==> src/rtl/serial_adder_if.sv <==
// Handshake/operand bundle for serial_adder: operand intake on one valid/ready pair,
// result delivery on a second. op_sub exists only when SERIAL_ADDER_SUB_EN is defined.
interface serial_adder_if #(
  parameter int unsigned WIDTH = 8
);
  logic             in_valid;
  logic             in_ready;
  logic [WIDTH-1:0] a;
  logic [WIDTH-1:0] b;
  logic             cin;
`ifdef SERIAL_ADDER_SUB_EN
  logic             op_sub;
`endif
  logic             out_valid;
  logic             out_ready;
  logic [WIDTH-1:0] sum;
  logic             cout;
  logic             busy;

  modport master (
    output in_valid, a, b, cin,
`ifdef SERIAL_ADDER_SUB_EN
    output op_sub,
`endif
    output out_ready,
    input  in_ready, out_valid, sum, cout, busy
  );

  modport slave (
    input  in_valid, a, b, cin,
`ifdef SERIAL_ADDER_SUB_EN
    input  op_sub,
`endif
    input  out_ready,
    output in_ready, out_valid, sum, cout, busy
  );
endinterface

==> src/rtl/serial_adder.sv <==
// Bit-serial WIDTH-bit adder: one full-adder slice per clock, LSB first, registered carry.
// Define SERIAL_ADDER_SUB_EN to add op_sub (a - b via ~b and carry-in of 1).
module serial_adder #(
  parameter int unsigned WIDTH = 8
) (
  input logic          clk,
  input logic          rst_n,
  serial_adder_if.slave bus
);
  localparam int unsigned CW = $clog2(WIDTH);
  localparam logic [CW-1:0] LastBit = CW'(WIDTH - 1);

  typedef enum logic [1:0] {StIdle, StShift, StDone} state_e;

  state_e           r_state;
  logic [WIDTH-1:0] r_a_sr;
  logic [WIDTH-1:0] r_b_sr;
  logic [WIDTH-1:0] r_sum_sr;
  logic             r_carry;
  logic [CW-1:0]    r_count;
  logic [WIDTH-1:0] r_sum;
  logic             r_cout;
  logic             r_out_valid;
  logic             r_busy;

  logic             w_s;
  logic             w_c;
  logic [WIDTH-1:0] w_b_load;
  logic             w_cin_load;

  assign w_s = r_a_sr[0] ^ r_b_sr[0] ^ r_carry;
  assign w_c = (r_a_sr[0] & r_b_sr[0]) | (r_a_sr[0] & r_carry) | (r_b_sr[0] & r_carry);

`ifdef SERIAL_ADDER_SUB_EN
  assign w_b_load   = bus.op_sub ? ~bus.b : bus.b;
  assign w_cin_load = bus.op_sub ? 1'b1 : bus.cin;
`else
  assign w_b_load   = bus.b;
  assign w_cin_load = bus.cin;
`endif

  assign bus.in_ready  = (r_state == StIdle);
  assign bus.out_valid = r_out_valid;
  assign bus.busy      = r_busy;
  assign bus.sum       = r_sum;
  assign bus.cout      = r_cout;

  always_ff @(posedge clk or negedge rst_n) begin
    if (!rst_n) begin
      r_state     <= StIdle;
      r_a_sr      <= '0;
      r_b_sr      <= '0;
      r_sum_sr    <= '0;
      r_carry     <= 1'b0;
      r_count     <= '0;
      r_sum       <= '0;
      r_cout      <= 1'b0;
      r_out_valid <= 1'b0;
      r_busy      <= 1'b0;
    end else begin
      unique case (r_state)
        StIdle: begin
          if (bus.in_valid) begin
            r_a_sr  <= bus.a;
            r_b_sr  <= w_b_load;
            r_carry <= w_cin_load;
            r_count <= '0;
            r_busy  <= 1'b1;
            r_state <= StShift;
          end
        end
        StShift: begin
          r_sum_sr <= {w_s, r_sum_sr[WIDTH-1:1]};
          r_a_sr   <= r_a_sr >> 1;
          r_b_sr   <= r_b_sr >> 1;
          r_carry  <= w_c;
          r_count  <= r_count + 1'b1;
          // Final slice: publish the post-shift sum directly so DONE sees it at once.
          if (r_count == LastBit) begin
            r_sum       <= {w_s, r_sum_sr[WIDTH-1:1]};
            r_cout      <= w_c;
            r_out_valid <= 1'b1;
            r_state     <= StDone;
          end
        end
        StDone: begin
          if (bus.out_ready) begin
            r_out_valid <= 1'b0;
            r_busy      <= 1'b0;
            r_state     <= StIdle;
          end
        end
        default: r_state <= StIdle;
      endcase
    end
  end
endmodule

==> src/flat_wrapper.sv <==
// flat-port wrapper written by rule: the top's interface ports become plain ports
module serial_adder_flat 
#(
  parameter int unsigned WIDTH = 8
)
  (clk, rst_n, bus_in_valid, bus_a, bus_b, bus_cin, bus_out_ready, bus_in_ready, bus_out_valid, bus_sum, bus_cout, bus_busy);
  serial_adder_if #(.WIDTH(WIDTH)) bus_i ();
  input logic clk;
  input logic rst_n;
  input wire logic [$bits(bus_i.in_valid)-1:0] bus_in_valid;
  input wire logic [$bits(bus_i.a)-1:0] bus_a;
  input wire logic [$bits(bus_i.b)-1:0] bus_b;
  input wire logic [$bits(bus_i.cin)-1:0] bus_cin;
  input wire logic [$bits(bus_i.out_ready)-1:0] bus_out_ready;
  output wire logic [$bits(bus_i.in_ready)-1:0] bus_in_ready;
  output wire logic [$bits(bus_i.out_valid)-1:0] bus_out_valid;
  output wire logic [$bits(bus_i.sum)-1:0] bus_sum;
  output wire logic [$bits(bus_i.cout)-1:0] bus_cout;
  output wire logic [$bits(bus_i.busy)-1:0] bus_busy;
  assign bus_i.in_valid = bus_in_valid;
  assign bus_i.a = bus_a;
  assign bus_i.b = bus_b;
  assign bus_i.cin = bus_cin;
  assign bus_i.out_ready = bus_out_ready;
  assign bus_in_ready = bus_i.in_ready;
  assign bus_out_valid = bus_i.out_valid;
  assign bus_sum = bus_i.sum;
  assign bus_cout = bus_i.cout;
  assign bus_busy = bus_i.busy;
  serial_adder #(.WIDTH(WIDTH)) u_core (.clk(clk), .rst_n(rst_n), .bus(bus_i));
endmodule
==> config.mk <==
export PLATFORM = sky130hd
export DESIGN_NAME = serial_adder_flat
export DESIGN_NICKNAME = d
export VERILOG_FILES = /design/src/rtl/serial_adder_if.sv /design/src/rtl/serial_adder.sv /design/src/flat_wrapper.sv
export SDC_FILE = /design/constraint.sdc
export NUM_CORES = 1
export LEC_CHECK = 0
export CAP_MARGIN = 40
export CORE_UTILIZATION = 55
export DETAILED_ROUTE_END_ITERATION = 10
export PLACE_DENSITY = 0.89
export SYNTH_ARGS = -nofsm -noshare
export SYNTH_HDL_FRONTEND = slang
export SYNTH_SLANG_ARGS = --single-unit
==> constraint.sdc <==
create_clock -name clk -period 2.68 [get_ports clk]
set_input_delay 0.402 -clock clk [delete_from_list [all_inputs] [get_ports clk]]
set_output_delay 0.402 -clock clk [all_outputs]
set_load 0.005 [all_outputs]
* Word level (Yosys, flattened, before mapping)
Cells that the tools add are included.
** Storage, ports and cells
- Word-level logic and storage cells :: 50
- Bits in registers :: 41
- Bits of input ports :: 21
** Operators by class
- Add/subtract/negate cells :: 1
- Eq/ne operators :: 6
- Muxes and demuxes :: 17
- Reduce and logical (&&, ||, !) cells :: 9
- Bitwise operators :: 7
** Operators by type and width (count)
- $pmux 8 s2 :: 2
- $mux 8 :: 2
- $reduce_and 3->1 :: 3
- $mux 2 :: 3
- $pmux 1 s2 :: 3
- $pmux 2 s3 :: 1
- $pmux 3 s2 :: 1
- $reduce_bool 2->1 :: 3
- $mux 1 :: 4
- $ne 2x2->1 const B :: 2
- $reduce_and 2->1 :: 2
- $add 3x1->3 const B :: 1
- $and 1x1->1 :: 3
- $eq 3x3->1 const B :: 1
- $mux 3 :: 1
- $eq 2x1->1 const B :: 1
- $eq 2x2->1 const B :: 1
- $logic_not 2->1 :: 1
- $ne 2x1->1 const B :: 1
- $or 1x1->1 :: 2
- $xor 1x1->1 :: 2

* Depth between registers and ports, before layout
Gate-level depths: netlist of run 1.
- Depth in word-level cells :: 4
- Gate-level depth with buffers :: 5
- Mapped depth without buffers :: 4

* Least setup slack after synthesis of run 1
No wires, ideal clock.
- Path kind :: register -> register
- Start :: register u_core.r_count[0]
- End :: register u_core.r_cout (netlist: u_core.bus.cout)
- Arrival :: 1242 ps
- Data required time :: 2555 ps
- Cell stages (with the launch flop) :: 5
- Setup slack :: 1313 ps
- Buffers on the path :: 0
- Setup time :: 125 ps
- Clock period less this slack :: 1367 ps
- Path through :: dfrtp_1 -> ha_1 -> ha_1 -> nand2_8 -> mux2_4
** Between the ends
- Word-level cells in the longest chain between the ends :: 2
** RTL lines
- from (decl) :: line serial_adder.sv:20 : logic [CW-1:0] r_count;
- from (signal assigned) :: line serial_adder.sv:77 : r_count <= r_count + 1'b1;
- $eq 3x3->1 :: line serial_adder.sv:79 : if (r_count == LastBit) begin
- $reduce_and 2->1 (no source line)
- to (signal assigned) :: line serial_adder.sv:81 : r_cout <= w_c;
- to (decl) :: line serial_adder.sv:22 : logic r_cout;
No other way between the ends.
A chain may end at the register's enable or synchronous reset.

* Final worst setup path of run 1
- Start :: register u_core.r_state[0]
- End :: output port bus_in_ready
** Between the ends
- Word-level cells in the longest chain between the ends :: 1
** RTL lines
- from (decl) :: line serial_adder.sv:15 : state_e r_state;
- from (signal assigned) :: line serial_adder.sv:50 : r_state <= StIdle;
- from (signal assigned) :: line serial_adder.sv:69 : r_state <= StShift;
- from (signal assigned) :: line serial_adder.sv:83 : r_state <= StDone;
- $logic_not 2->1 :: line serial_adder.sv:42 : assign bus.in_ready = (r_state == StIdle);
- to (decl) :: line flat_wrapper.sv:15 : output wire logic [$bits(bus_i.in_ready)-1:0] bus_in_ready;
No other way between the ends.

==> metrics.txt, run 1 <==
# TYPE chip_impl_metric gauge
chip_impl_metric{name="unique_masters_post_synth",unit=""} 28
chip_impl_metric{name="clkPwrFrac",unit="%"} 13.7
chip_impl_metric{name="clkLatencyLatePin",unit="ns"} 0.34
chip_impl_info{name="endpoint_kind",value="primary output"} 1
chip_impl_metric{name="finalSetupViolCount",unit=""} 0
chip_impl_metric{name="gr-usage-all-layers",unit="%"} 22.4
chip_impl_metric{name="die_w",unit="µm"} 58.4
chip_impl_metric{name="worstPathRequired",unit="ns"} 2.28
chip_impl_metric{name="timing.fmax",unit="MHz"} 463
chip_impl_metric{name="synth_compound_area_share",unit="%"} 15.2
chip_impl_metric{name="multiplexer_area_fraction_after_synthesis",unit="%"} 12.2
chip_impl_metric{name="grt_start_max_net_pins",unit=""} 41
chip_impl_metric{name="n_antenna_cell",unit=""} 0
chip_impl_metric{name="fin_skew",unit="ns"} 0.00114
chip_impl_metric{name="drtAntennaViolNets",unit=""} 0
chip_impl_metric{name="syn_area_per_cell",unit="µm²"} 12.9
chip_impl_metric{name="gp_congestion",unit=""} 0.896
chip_impl_metric{name="synthAdderAreaFrac",unit="%"} 2.57
chip_impl_metric{name="timing_worst_slew_pin_value",unit="ns"} 0.865
chip_impl_metric{name="clock-sinks",unit=""} 40
chip_impl_metric{name="final_net_count",unit=""} 193
chip_impl_metric{name="numPortBuffers",unit=""} 32
chip_impl_metric{name="fin_setup_tns",unit="ns"} 0
chip_impl_metric{name="cts.repair_timing.setup_buffer_count",unit=""} 0
chip_impl_metric{name="die_area",unit="µm²"} 3410
chip_impl_info{name="netlist.top_cell.by_area",value="dfrtp_1"} 1
chip_impl_metric{name="antenna_found_initial",unit=""} 0
chip_impl_info{name="result_of_the_run",value="finished clean"} 1
chip_impl_info{name="clk_root_buffer_cell",value="clkbuf_4"} 1
chip_impl_metric{name="routed_wirelength",unit="µm"} 3360
chip_impl_metric{name="drt-pass1-iter-count",unit=""} 4
chip_impl_metric{name="grt_overflow",unit=""} 0
chip_impl_metric{name="via_count",unit=""} 1219
chip_impl_info{name="timing.critical_path.slowest_stage_cell",value="clkdlybuf4s50_1"} 1
chip_impl_metric{name="drt_iter0_drc",unit=""} 44
chip_impl_metric{name="intPower",unit="mW"} 1.66
chip_impl_metric{name="synth.yosys.seq_area_share",unit="%"} 57.2
chip_impl_info{name="cpLargestDelayFamily",value="buffers and inverters"} 1
chip_impl_metric{name="floorplan.core_area",unit="µm²"} 3030
chip_impl_metric{name="die_h",unit="µm"} 58.4
chip_impl_metric{name="yosys.area_share.simple",unit="%"} 9.44
chip_impl_metric{name="grt_pass1_wl",unit="µm"} 5580
chip_impl_info{name="combinational_family_with_the_most_area_after_synthesis",value="compound AO/OA/AOI/OAI gates"} 1
chip_impl_metric{name="combinationalPowerShare",unit="%"} 41.0
chip_impl_metric{name="total_design_power",unit="mW"} 2.44
chip_impl_metric{name="drt-wirelength-per-cell",unit="µm"} 15.8
chip_impl_metric{name="report.final.slew_viol_count",unit=""} 0
chip_impl_metric{name="std_cell_rows",unit=""} 20
chip_impl_metric{name="cts_repair_resize_count",unit=""} 0
chip_impl_metric{name="h_tree_depth",unit=""} 2
chip_impl_metric{name="synth_top_area_share",unit="%"} 57.2
chip_impl_metric{name="layout_worst_path_cycle_share",unit="%"} 80.7
chip_impl_metric{name="mappedNetlistArea",unit="µm²"} 1750
chip_impl_metric{name="p_leak",unit="nW"} 0.941
chip_impl_info{name="tritoncts",value="done"} 1
chip_impl_metric{name="synth.yosys.warnings",unit=""} 0
chip_impl_info{name="grt_setup_unrepaired",value="no"} 1
chip_impl_metric{name="holdBufCountCts",unit=""} 0
chip_impl_metric{name="drive_gt1_share",unit="%"} 18.3
chip_impl_metric{name="syn-instance-count",unit=""} 136
chip_impl_metric{name="drt_drc_violations_left",unit=""} 0
chip_impl_info{name="ys_top_cells_by_area",value="dfrtp_1, mux2_4, mux2_2"} 1
chip_impl_metric{name="power_frac_seq",unit="%"} 45.2
chip_impl_metric{name="worst-r2r-setup-slack",unit="ns"} 0.81
chip_impl_metric{name="postSynthRegisterBits",unit=""} 40
chip_impl_metric{name="post_detail_place_hpwl",unit="µm"} 2410
chip_impl_metric{name="clock_tree.buffer_depth",unit=""} 2
chip_impl_metric{name="pwrdens",unit="nW/µm²"} 1140
chip_impl_metric{name="timing.final.hold_violations",unit=""} 0
chip_impl_metric{name="vias_in_the_first_global_route",unit=""} 1248
chip_impl_metric{name="path_clk_slew",unit="ns"} 0.11
chip_impl_metric{name="cp_max_fo",unit=""} 14
chip_impl_metric{name="cts_made_buffers",unit=""} 5
chip_impl_info{name="crit_chain",value="nor2_1 -> clkdlybuf4s50_1"} 1
chip_impl_metric{name="maxSlewHeadroom",unit="%"} 42.3
chip_impl_metric{name="viasPerCell",unit=""} 5.72
chip_impl_info{name="crit_path_start_kind",value="register"} 1
chip_impl_metric{name="area_delta_synth_final",unit="%"} 22.6
chip_impl_metric{name="post_synth_xor_area_fraction",unit="%"} 0
chip_impl_metric{name="post-route-min-period",unit="ns"} 2.16
chip_impl_metric{name="netSwitchingFraction",unit="%"} 32.0
chip_impl_metric{name="cp_buf_inv_count",unit=""} 1
chip_impl_metric{name="initial_util",unit="%"} 57.8
chip_impl_metric{name="netSwitchingPower",unit="mW"} 0.781
chip_impl_metric{name="max_cap_viols",unit=""} 0
chip_impl_metric{name="slowest_delay",unit="ns"} 0.56
chip_impl_metric{name="number_of_top_level_design_ports",unit=""} 33
chip_impl_metric{name="synth_nets",unit=""} 160
chip_impl_info{name="hold_path.class",value="in2async"} 1
chip_impl_metric{name="vdd.ir_drop.worst",unit="mV"} 0.497
chip_impl_metric{name="cp_data_arrival_time",unit="ns"} 1.76
chip_impl_info{name="critPathKind",value="reg2out"} 1
-- metal layers --
metal,routed length [µm],track usage (%),up-vias
met1,1440,28.0,601
met4,47,8.16,0
met3,188,6.81,5
met2,1680,37.1,47
met5,0,0,-
li1,-,-,566
-- Yosys cell counts --
library cell and n:
ha_1 2, a22oi_1 4, nand2b_1 1, nor2b_1 2, dfrtp_1 40, o31ai_1 1, nand3b_1 3, clkbuf_1 2
o221a_2 3, nand2_1 10, fa_1 1, nand3_1 8, o21ai_0 7, a22o_1 2, mux2_2 7, mux2_4 9
nor2_1 3, nor2b_2 1, nand2_8 1, a2bb2oi_1 8, o22ai_1 8, buf_6 2, o21bai_1 1, a21oi_1 3
nor2_2 1, buf_2 2, inv_1 3, buf_4 1
-- sequential cells by signal, indices dropped and copies added (netlist names) --
signal	flops
u_core.bus.cout	1
u_core.bus.busy	1
u_core.r_carry	1
u_core.r_b_sr	8
u_core.bus.sum	8
u_core.r_a_sr	8
u_core.r_sum_sr	7
u_core.r_state	2
u_core.bus.out_valid	1
u_core.r_count	3
-- layout by cell type, fill, tap and decap left out --
cell type        count
dfrtp_1             40
clkdlybuf4s50_1     31
nand2_1             10
mux2_4               9
o22ai_1              8
a2bb2oi_1            8
nand3_1              8
mux2_2               7
o21ai_0              7
clkbuf_4             5
a22oi_1              4
nor2_1               3
inv_1                3
nand3b_1             3
o221a_2              3
a21oi_1              3
nor2b_1              2
a22o_1               2
ha_1                 2
clkbuf_8             2
nor2b_2              1
nand2_8              1
nor2_2               1
nand2b_1             1
o21bai_1             1
o31ai_1              1
fa_1                 1
buf_2                1
buf_4                1
-- through the flow --
stage / hold slack (ns) / setup slack [ns] / area, µm² / cells / utilization (%)
after floorplan: 0.106 / 1.31 / 1750 / 136 / -
after global placement: 0.484 / 0.678 / 2080 / 206 / 68.7
after detailed placement: 0.499 / 0.556 / 2080 / 206 / 68.7
after CTS: 0.167 / 0.525 / 2150 / 213 / 70.9
after global routing: 0.213 / 0.447 / 2150 / 213 / 70.9
final: 0.160 / 0.518 / 2150 / 213 / 70.9
-- final cells by class --
| class | count | area (µm²) |
|---|---|---|
| Timing Repair Buffer | 33 | 323 |
| Fill cell | 202 | 882 |
| Sequential cell | 40 | 1000 |
| Multi-Input combinational cell | 86 | 691 |
| Inverter | 3 | 11.3 |
| Tap cell | 44 | 55.1 |
| Clock buffer | 7 | 65.1 |
-- cells by family (layout without fill, tap and decap cells) --
group,Yosys count,in the layout
AND/OR/NAND/NOR,30,30
adder cells (fa/ha/maj),3,3
multiplexers,16,16
flip-flops,40,40
AO/OA/AOI/OAI,37,37
buffers and inverters,10,43
-- path summary, 6_finish.rpt --
path	start	to	cells after the start
max	u_core.r_state[0]$_DFFE_PN0P_	bus_in_ready	2
min	rst_n	u_core.r_count[2]$_DFFE_PN0P_	1
max reg2reg	u_core.r_state[0]$_DFFE_PN0P_	u_core.r_sum_sr[3]$_DFFE_PN0N_	3
min reg2reg	u_core.r_count[0]$_DFFE_PN0P_	u_core.r_count[0]$_DFFE_PN0P_	1
max in group asynchronous	rst_n	u_core.bus.sum[1]$_DFFE_PN0P_	1
min in group clk	u_core.r_count[0]$_DFFE_PN0P_	u_core.r_count[0]$_DFFE_PN0P_	1
-- power groups by stage --
| stage | combinational [mW] | clock (mW) | sequential, mW |
|---|---|---|---|
| floorplan | 0.739 | 0 | 1.04 |
| global placement | 0.949 | 0 | 1.09 |
| detailed placement | 1.01 | 0 | 1.11 |
| CTS | 1.01 | 0.347 | 1.10 |
| global route | 1.08 | 0.376 | 1.13 |
| finish | 1.00 | 0.334 | 1.10 |
(Power assumes the default switching activity.)
==> run 2: changes to the inputs <==
--- a/config.mk
+++ b/config.mk
@@ -6,9 +6,9 @@
 export NUM_CORES = 1
 export LEC_CHECK = 0
 export CAP_MARGIN = 40
-export CORE_UTILIZATION = 55
+export CORE_UTILIZATION = 51
 export DETAILED_ROUTE_END_ITERATION = 10
-export PLACE_DENSITY = 0.89
+export PLACE_DENSITY = 0.83
 export SYNTH_ARGS = -nofsm -noshare
 export SYNTH_HDL_FRONTEND = slang
 export SYNTH_SLANG_ARGS = --single-unit
==> constraint.sdc (replaced) <==
create_clock -name clk -period 2 [get_ports clk]
set_input_delay 0.3 -clock clk [delete_from_list [all_inputs] [get_ports clk]]
set_output_delay 0.3 -clock clk [all_outputs]
set_load 0.005 [all_outputs]
==> run 2 against run 1 <==
  * Worst setup slack lost 0.41 ns
  * First-iteration DRC count grew 9.1%
  * Via count increased by 1.2%
  * Sequential share of layout area is 0.80 points lower
  * Design area increased by 1.7%
  * Wire length rose by 3.0%
  * Die area rose by 7.6%
  * Largest cell class unchanged
  * Largest power group unchanged
==> metrics.txt, run 2 (synthesis gave the netlist of run 1 again) <==
# TYPE chip_impl_metric gauge
chip_impl_metric{name="timing.final.hold_violations",unit=""} 0
chip_impl_metric{name="routed_wirelength",unit="µm"} 3460
chip_impl_info{name="maxUsedRoutingLayer",value="met4"} 1
chip_impl_info{name="crit_chain",value="nor2_1 -> clkdlybuf4s50_1"} 1
chip_impl_metric{name="viasPerCell",unit=""} 5.66
chip_impl_metric{name="drive_gt1_share",unit="%"} 20.7
chip_impl_info{name="result_of_the_run",value="finished clean"} 1
chip_impl_info{name="endpoint_kind",value="primary output"} 1
chip_impl_metric{name="via_count",unit=""} 1234
chip_impl_metric{name="die_w",unit="µm"} 60.6
chip_impl_metric{name="die_area",unit="µm²"} 3670
chip_impl_metric{name="post_detail_place_hpwl",unit="µm"} 2510
chip_impl_metric{name="cts.repair_timing.setup_buffer_count",unit=""} 0
chip_impl_metric{name="worstPathRequired",unit="ns"} 1.70
chip_impl_metric{name="p_leak",unit="nW"} 0.964
chip_impl_info{name="tritoncts",value="done"} 1
chip_impl_info{name="most_common_cell_after_layout_fill_and_taps_aside",value="dfrtp_1"} 1
chip_impl_metric{name="cts_repair_resize_count",unit=""} 0
chip_impl_metric{name="area_delta_synth_final",unit="%"} 24.7
chip_impl_metric{name="timing.fmax",unit="MHz"} 529
chip_impl_metric{name="final_cell_count_no_fill",unit=""} 218
chip_impl_metric{name="clock_tree.buffer_depth",unit=""} 2
chip_impl_info{name="highest_count_cells_in_the_layout_ignoring_fill_and_taps",value="dfrtp_1, clkdlybuf4s50_1, nand2_1, mux2_4"} 1
chip_impl_metric{name="timing_worst_slew_pin_value",unit="ns"} 0.865
chip_impl_metric{name="floorplan.core_area",unit="µm²"} 3150
chip_impl_metric{name="drt-pass1-iter-count",unit=""} 4
chip_impl_metric{name="die_h",unit="µm"} 60.6
chip_impl_metric{name="finalSetupViolCount",unit=""} 0
chip_impl_metric{name="std_cell_rows",unit=""} 20
chip_impl_metric{name="detail_route.wirelength.met1",unit="µm"} 1480
chip_impl_metric{name="met3WireLength",unit="µm"} 195
chip_impl_metric{name="fin_setup_tns",unit="ns"} 0
chip_impl_info{name="timing.critical_path.slowest_stage_cell",value="clkdlybuf4s50_1"} 1
chip_impl_metric{name="vias_in_the_first_global_route",unit=""} 1205
chip_impl_info{name="hold_path.class",value="in2async"} 1
chip_impl_metric{name="fin_skew",unit="ns"} 0.00920
chip_impl_metric{name="vdd.ir_drop.worst",unit="mV"} 0.626
chip_impl_info{name="crit_path_start_kind",value="register"} 1
chip_impl_metric{name="initial_util",unit="%"} 55.5
chip_impl_metric{name="grt_overflow",unit=""} 0
chip_impl_metric{name="cp_max_fo",unit=""} 4
chip_impl_metric{name="drt_drc_violations_left",unit=""} 0
chip_impl_metric{name="holdBufCountCts",unit=""} 0
chip_impl_metric{name="gr-usage-all-layers",unit="%"} 21.8
chip_impl_info{name="grt_setup_unrepaired",value="no"} 1
chip_impl_metric{name="numPortBuffers",unit=""} 32
chip_impl_metric{name="drtAntennaViolNets",unit=""} 0
chip_impl_metric{name="drt-wirelength-per-cell",unit="µm"} 15.9
chip_impl_metric{name="slowest_delay",unit="ns"} 0.57
chip_impl_metric{name="h_tree_depth",unit=""} 2
chip_impl_metric{name="max_cap_viols",unit=""} 0
chip_impl_metric{name="maxSlewHeadroom",unit="%"} 42.3
chip_impl_metric{name="timing.reg2reg.worst_path_depth",unit=""} 4
chip_impl_metric{name="met2WireLength",unit="µm"} 1740
chip_impl_metric{name="dp_cells",unit=""} 211
chip_impl_metric{name="final_net_count",unit=""} 198
chip_impl_metric{name="cts_made_buffers",unit=""} 5
chip_impl_metric{name="total_design_power",unit="mW"} 3.33
chip_impl_metric{name="clkLatencyLatePin",unit="ns"} 0.35
chip_impl_metric{name="path_clk_slew",unit="ns"} 0.12
chip_impl_metric{name="grt_start_max_net_pins",unit=""} 41
chip_impl_info{name="clk_root_buffer_cell",value="clkbuf_4"} 1
chip_impl_metric{name="n_antenna_cell",unit=""} 0
chip_impl_metric{name="gp_congestion",unit=""} 0.870
chip_impl_metric{name="clock-sinks",unit=""} 40
chip_impl_metric{name="grt_pass1_wl",unit="µm"} 5580
chip_impl_info{name="critPathKind",value="reg2out"} 1
chip_impl_metric{name="number_of_top_level_design_ports",unit=""} 33
chip_impl_metric{name="post-route-min-period",unit="ns"} 1.89
chip_impl_metric{name="pwrdens",unit="nW/µm²"} 1520
chip_impl_metric{name="layout_worst_path_cycle_share",unit="%"} 94.5
chip_impl_metric{name="cp_data_arrival_time",unit="ns"} 1.59
chip_impl_metric{name="drt_iter0_drc",unit=""} 48
chip_impl_metric{name="report.final.slew_viol_count",unit=""} 0
chip_impl_metric{name="fillCellCount",unit=""} 244
chip_impl_metric{name="antenna_found_initial",unit=""} 0
chip_impl_metric{name="worst-r2r-setup-slack",unit="ns"} 0.38
==> run 2: changes by cell type in the layout (fill, tap and decap cells not counted) <==
cell	before	now
buf_4	1	6
==> run 2: critical path, delay by kind of cell (launching register included) <==
family                 cells  cell delay [ns]
and+or+nand+nor            1             0.26
buffers and inverters      1             0.57
DFF                        1             0.41
==> run 2: final timing paths <==
| path | from | endpoint |
|---|---|---|
| max | u_core.r_state[1]$_DFFE_PN0P_ | bus_in_ready |
| min in group clk | bus_a[7] | u_core.r_a_sr[7]$_DFFE_PN0P_ |
| min | rst_n | u_core.bus.sum[4]$_DFFE_PN0P_ |
| max in group asynchronous | rst_n | u_core.r_state[0]$_DFFE_PN0P_ |
| min reg2reg | u_core.bus.cout$_DFFE_PN0P_ | u_core.bus.cout$_DFFE_PN0P_ |
| max reg2reg | u_core.r_state[0]$_DFFE_PN0P_ | u_core.r_a_sr[4]$_DFFE_PN0P_ |
==> run 2: layout make-up <==
cell class / count / area, µm² / share of cell area (%)
inverters: 3 / 11.3 / 0.516
repair buffers: 38 / 360 / 16.5
flip-flops and latches: 40 / 1000 / 45.8
well taps: 44 / 55.1 / 2.52
multi-input cells: 86 / 691 / 31.6
clock buffers: 7 / 65.1 / 2.98
==> run 2: report_power, final <==
part	switching (mW)	total [mW]	leakage (nW)	internal (mW)
sequential	0.252	1.44	0.480	1.19
clock	0.251	0.450	0.0374	0.199
combinational	0.569	1.44	0.447	0.869
==> run 2: metrics by stage <==
step                      hold slack, ns  setup WS [ns]  utilization (%)  area, µm²
final                             0.0435          0.109             69.2       2180
after global routing               0.108         0.0114             69.2       2180
after CTS                         0.0677          0.100             69.2       2180
after detailed placement           0.459          0.161             67.2       2120
after global placement             0.438          0.254             67.2       2120
after floorplan                  0.00441          0.633                -       1750
==> run 2: routing by layer <==
metal | track usage, % | up-vias
met1 | 27.2 | 612
met3 | 7.68 | 6
met2 | 36.3 | 45
met4 | 5.84 | 0
li1 | - | 571
met5 | 0 | -
==> run 3: changes to the inputs <==
--- a/config.mk
+++ b/config.mk
@@ -6,9 +6,10 @@
 export NUM_CORES = 1
 export LEC_CHECK = 0
 export CAP_MARGIN = 40
-export CORE_UTILIZATION = 51
+export CORE_UTILIZATION = 30
 export DETAILED_ROUTE_END_ITERATION = 10
-export PLACE_DENSITY = 0.83
+export PLACE_DENSITY = 0.56
+export SLEW_MARGIN = 20
 export SYNTH_ARGS = -nofsm -noshare
 export SYNTH_HDL_FRONTEND = slang
 export SYNTH_SLANG_ARGS = --single-unit
==> run 3 against run 2 <==
  * Sequential power hardly changed
  * Die area is 67% higher
  * Sequential cell count stayed put
  * Non-clock buffer count is 1 higher
  * Design area is 3.1% higher
  * Worst setup slack better by 0.023 ns
  * Wire length is 0.40% lower
  * Sequential share of layout area is 1.4 points lower
  * Final cell count is 13% higher
  * Hold slack better by 0.018 ns
  * Highest routed layer unchanged
==> metrics.txt, run 3 (synthesis gave the netlist of run 1 again) <==
# TYPE chip_impl_metric gauge
chip_impl_info{name="result_of_the_run",value="finished clean"} 1
chip_impl_info{name="timing.critical_path.slowest_stage_cell",value="clkdlybuf4s50_1"} 1
chip_impl_metric{name="routed_wirelength",unit="µm"} 3450
chip_impl_metric{name="post_detail_place_hpwl",unit="µm"} 2480
chip_impl_metric{name="intPower",unit="mW"} 2.32
chip_impl_info{name="hold_path.class",value="in2async"} 1
chip_impl_metric{name="die_h",unit="µm"} 78.4
chip_impl_metric{name="grt.met3_usage",unit="%"} 3.37
chip_impl_info{name="most_common_cell_after_layout_fill_and_taps_aside",value="dfrtp_1"} 1
chip_impl_metric{name="grt_pass1_wl",unit="µm"} 6080
chip_impl_metric{name="maxSlewHeadroom",unit="%"} 67.7
chip_impl_info{name="grt_setup_unrepaired",value="no"} 1
chip_impl_metric{name="holdBufCountCts",unit=""} 0
chip_impl_info{name="endpoint_kind",value="primary output"} 1
chip_impl_metric{name="via_count",unit=""} 1244
chip_impl_metric{name="clkLatencyLatePin",unit="ns"} 0.28
chip_impl_info{name="critPathKind",value="reg2out"} 1
chip_impl_metric{name="gp_congestion",unit=""} 0.799
chip_impl_metric{name="timing.reg2reg.worst_path_depth",unit=""} 4
chip_impl_metric{name="layout_worst_path_cycle_share",unit="%"} 93.4
chip_impl_metric{name="n_antenna_cell",unit=""} 0
chip_impl_metric{name="vias_in_the_first_global_route",unit=""} 1305
chip_impl_metric{name="std_cell_rows",unit=""} 27
chip_impl_metric{name="timing.final.hold_violations",unit=""} 0
chip_impl_metric{name="cp_data_arrival_time",unit="ns"} 1.57
chip_impl_metric{name="fillCellCount",unit=""} 541
chip_impl_metric{name="drtAntennaViolNets",unit=""} 0
chip_impl_metric{name="finalSetupViolCount",unit=""} 0
chip_impl_metric{name="number_of_top_level_design_ports",unit=""} 33
chip_impl_metric{name="cts.repair_timing.setup_buffer_count",unit=""} 0
chip_impl_metric{name="antenna_found_initial",unit=""} 0
chip_impl_metric{name="h_tree_depth",unit=""} 2
chip_impl_metric{name="drt-pass1-iter-count",unit=""} 4
chip_impl_metric{name="clock_tree.buffer_depth",unit=""} 2
chip_impl_metric{name="cts_made_buffers",unit=""} 5
chip_impl_info{name="tritoncts",value="done"} 1
chip_impl_metric{name="area_delta_synth_final",unit="%"} 28.6
chip_impl_metric{name="pwrdens",unit="nW/µm²"} 1490
chip_impl_metric{name="power_frac_seq",unit="%"} 43.1
chip_impl_info{name="highest_count_cells_in_the_layout_ignoring_fill_and_taps",value="dfrtp_1, clkdlybuf4s50_1, nand2_1, mux2_4"} 1
chip_impl_metric{name="final_net_count",unit=""} 199
chip_impl_metric{name="initial_util",unit="%"} 31.4
chip_impl_metric{name="clkPwrFrac",unit="%"} 14.7
chip_impl_metric{name="drive_gt1_share",unit="%"} 20.6
chip_impl_metric{name="max_cap_viols",unit=""} 0
chip_impl_metric{name="fin_skew",unit="ns"} 0.00565
chip_impl_metric{name="drt_iter0_drc",unit=""} 38
chip_impl_metric{name="cp_max_fo",unit=""} 5
chip_impl_metric{name="slowest_delay",unit="ns"} 0.57
chip_impl_metric{name="vdd.ir_drop.worst",unit="mV"} 0.564
chip_impl_info{name="critical_path.reg2reg.endpoint",value="u_core.bus.sum[4]$_DFFE_PN0P_"} 1
chip_impl_metric{name="numPortBuffers",unit=""} 32
chip_impl_metric{name="timing.fmax",unit="MHz"} 535
chip_impl_metric{name="p_leak",unit="nW"} 0.978
chip_impl_metric{name="netSwitchingFraction",unit="%"} 31.1
chip_impl_metric{name="total_design_power",unit="mW"} 3.36
chip_impl_metric{name="post-route-min-period",unit="ns"} 1.87
chip_impl_metric{name="die_area",unit="µm²"} 6140
chip_impl_metric{name="netSwitchingPower",unit="mW"} 1.04
chip_impl_metric{name="cts_repair_resize_count",unit=""} 0
chip_impl_metric{name="drt-wirelength-per-cell",unit="µm"} 13.9
chip_impl_metric{name="timing_worst_slew_pin_value",unit="ns"} 0.484
chip_impl_info{name="crit_chain",value="nor2_1 -> clkdlybuf4s50_1"} 1
chip_impl_metric{name="combinationalPowerShare",unit="%"} 42.2
chip_impl_metric{name="path_clk_slew",unit="ns"} 0.07
chip_impl_info{name="busiest_layer",value="met2"} 1
chip_impl_metric{name="grt_start_max_net_pins",unit=""} 41
chip_impl_metric{name="grt_overflow",unit=""} 0
chip_impl_metric{name="grt.met2_usage",unit="%"} 20.1
chip_impl_metric{name="worstPathRequired",unit="ns"} 1.70
chip_impl_metric{name="drt_drc_violations_left",unit=""} 0
chip_impl_info{name="clk_root_buffer_cell",value="clkbuf_8"} 1
chip_impl_metric{name="fin_setup_tns",unit="ns"} 0
chip_impl_metric{name="clock-sinks",unit=""} 40
chip_impl_info{name="regToRegStartpoint",value="u_core.r_state[0]$_DFFE_PN0P_"} 1
chip_impl_metric{name="gr-usage-all-layers",unit="%"} 12.7
chip_impl_metric{name="worst-r2r-setup-slack",unit="ns"} 0.52
chip_impl_metric{name="floorplan.core_area",unit="µm²"} 5570
chip_impl_metric{name="viasPerCell",unit=""} 5.04
chip_impl_info{name="crit_path_start_kind",value="register"} 1
chip_impl_metric{name="report.final.slew_viol_count",unit=""} 0
chip_impl_metric{name="die_w",unit="µm"} 78.4
chip_impl_metric{name="gr-usage-met1",unit="%"} 16.7
==> run 3: cell count changes in the layout (fill, tap and decap cells not counted), sizes merged <==
cell and change:
clkbuf -1, buf +1, clkinv +1
==> run 3: area by class of cell <==
| cell class | instances | area, µm² | share of cell area (%) |
|---|---|---|---|
| Sequential cell | 40 | 1000 | 44.5 |
| Timing Repair Buffer | 39 | 380 | 16.9 |
| Clock inverter | 1 | 5.00 | 0.222 |
| Clock buffer | 6 | 72.6 | 3.22 |
| Multi-Input combinational cell | 86 | 691 | 30.7 |
| Tap cell | 72 | 90.1 | 4.00 |
| Inverter | 3 | 11.3 | 0.500 |
==> run 3: power by group through the flow <==
stage / Combinational, mW / Sequential [mW] / Clock [mW]
5_1_grt: 1.58 / 1.50 / 0.541
4_1_cts: 1.44 / 1.45 / 0.512
6_report: 1.42 / 1.45 / 0.493
3_3_place_gp: 1.39 / 1.45 / 0
2_1_floorplan: 0.990 / 1.40 / 0
3_5_place_dp: 1.44 / 1.46 / 0
==> run 3: worst max path at each step <==
stage / cells past startpoint / from / slack, ns / end
2_1_floorplan: 4 / u_core.r_count[0]$_DFFE_PN0P_ / 0.63 / u_core.bus.cout$_DFFE_PN0P_
3_3_place_gp: 5 / bus_in_valid / 0.40 / u_core.r_b_sr[2]$_DFFE_PN0P_
5_1_grt: 2 / u_core.r_state[0]$_DFFE_PN0P_ / 0.03 / bus_in_ready
6_report: 2 / u_core.r_state[0]$_DFFE_PN0P_ / 0.13 / bus_in_ready
4_1_cts: 2 / u_core.r_state[0]$_DFFE_PN0P_ / 0.12 / bus_in_ready
3_5_place_dp: 5 / bus_in_valid / 0.29 / u_core.r_a_sr[2]$_DFFE_PN0P_
==> run 3: layer usage <==
layer | part of all wire [%] | routed length [µm]
met1 | 45 | 1560
met2 | 47 | 1610
met3 | 7.4 | 256
met4 | 0.58 | 20
met5 | 0 | 0
==> run 3: worst max-delay path: cells and delay by family, from the launching register on <==
| family | cells | cell delay [ns] |
|---|---|---|
| buffers and inverters | 1 | 0.57 |
| and+or+nand+nor | 1 | 0.28 |
| DFF | 1 | 0.43 |
==> run 3: per-stage QoR <==
step           setup slack, ns  hold slack, ns  cells  instance area [µm²]  utilization, %
6_report                 0.132          0.0615    247                 2250            40.4
5_1_grt                 0.0266           0.106    247                 2250            40.4
4_1_cts                  0.122          0.0776    247                 2250            40.4
3_5_place_dp             0.294           0.392    240                 2170            39.0
3_3_place_gp             0.399           0.375    240                 2170            39.0
2_1_floorplan            0.633         0.00441    136                 1750               -
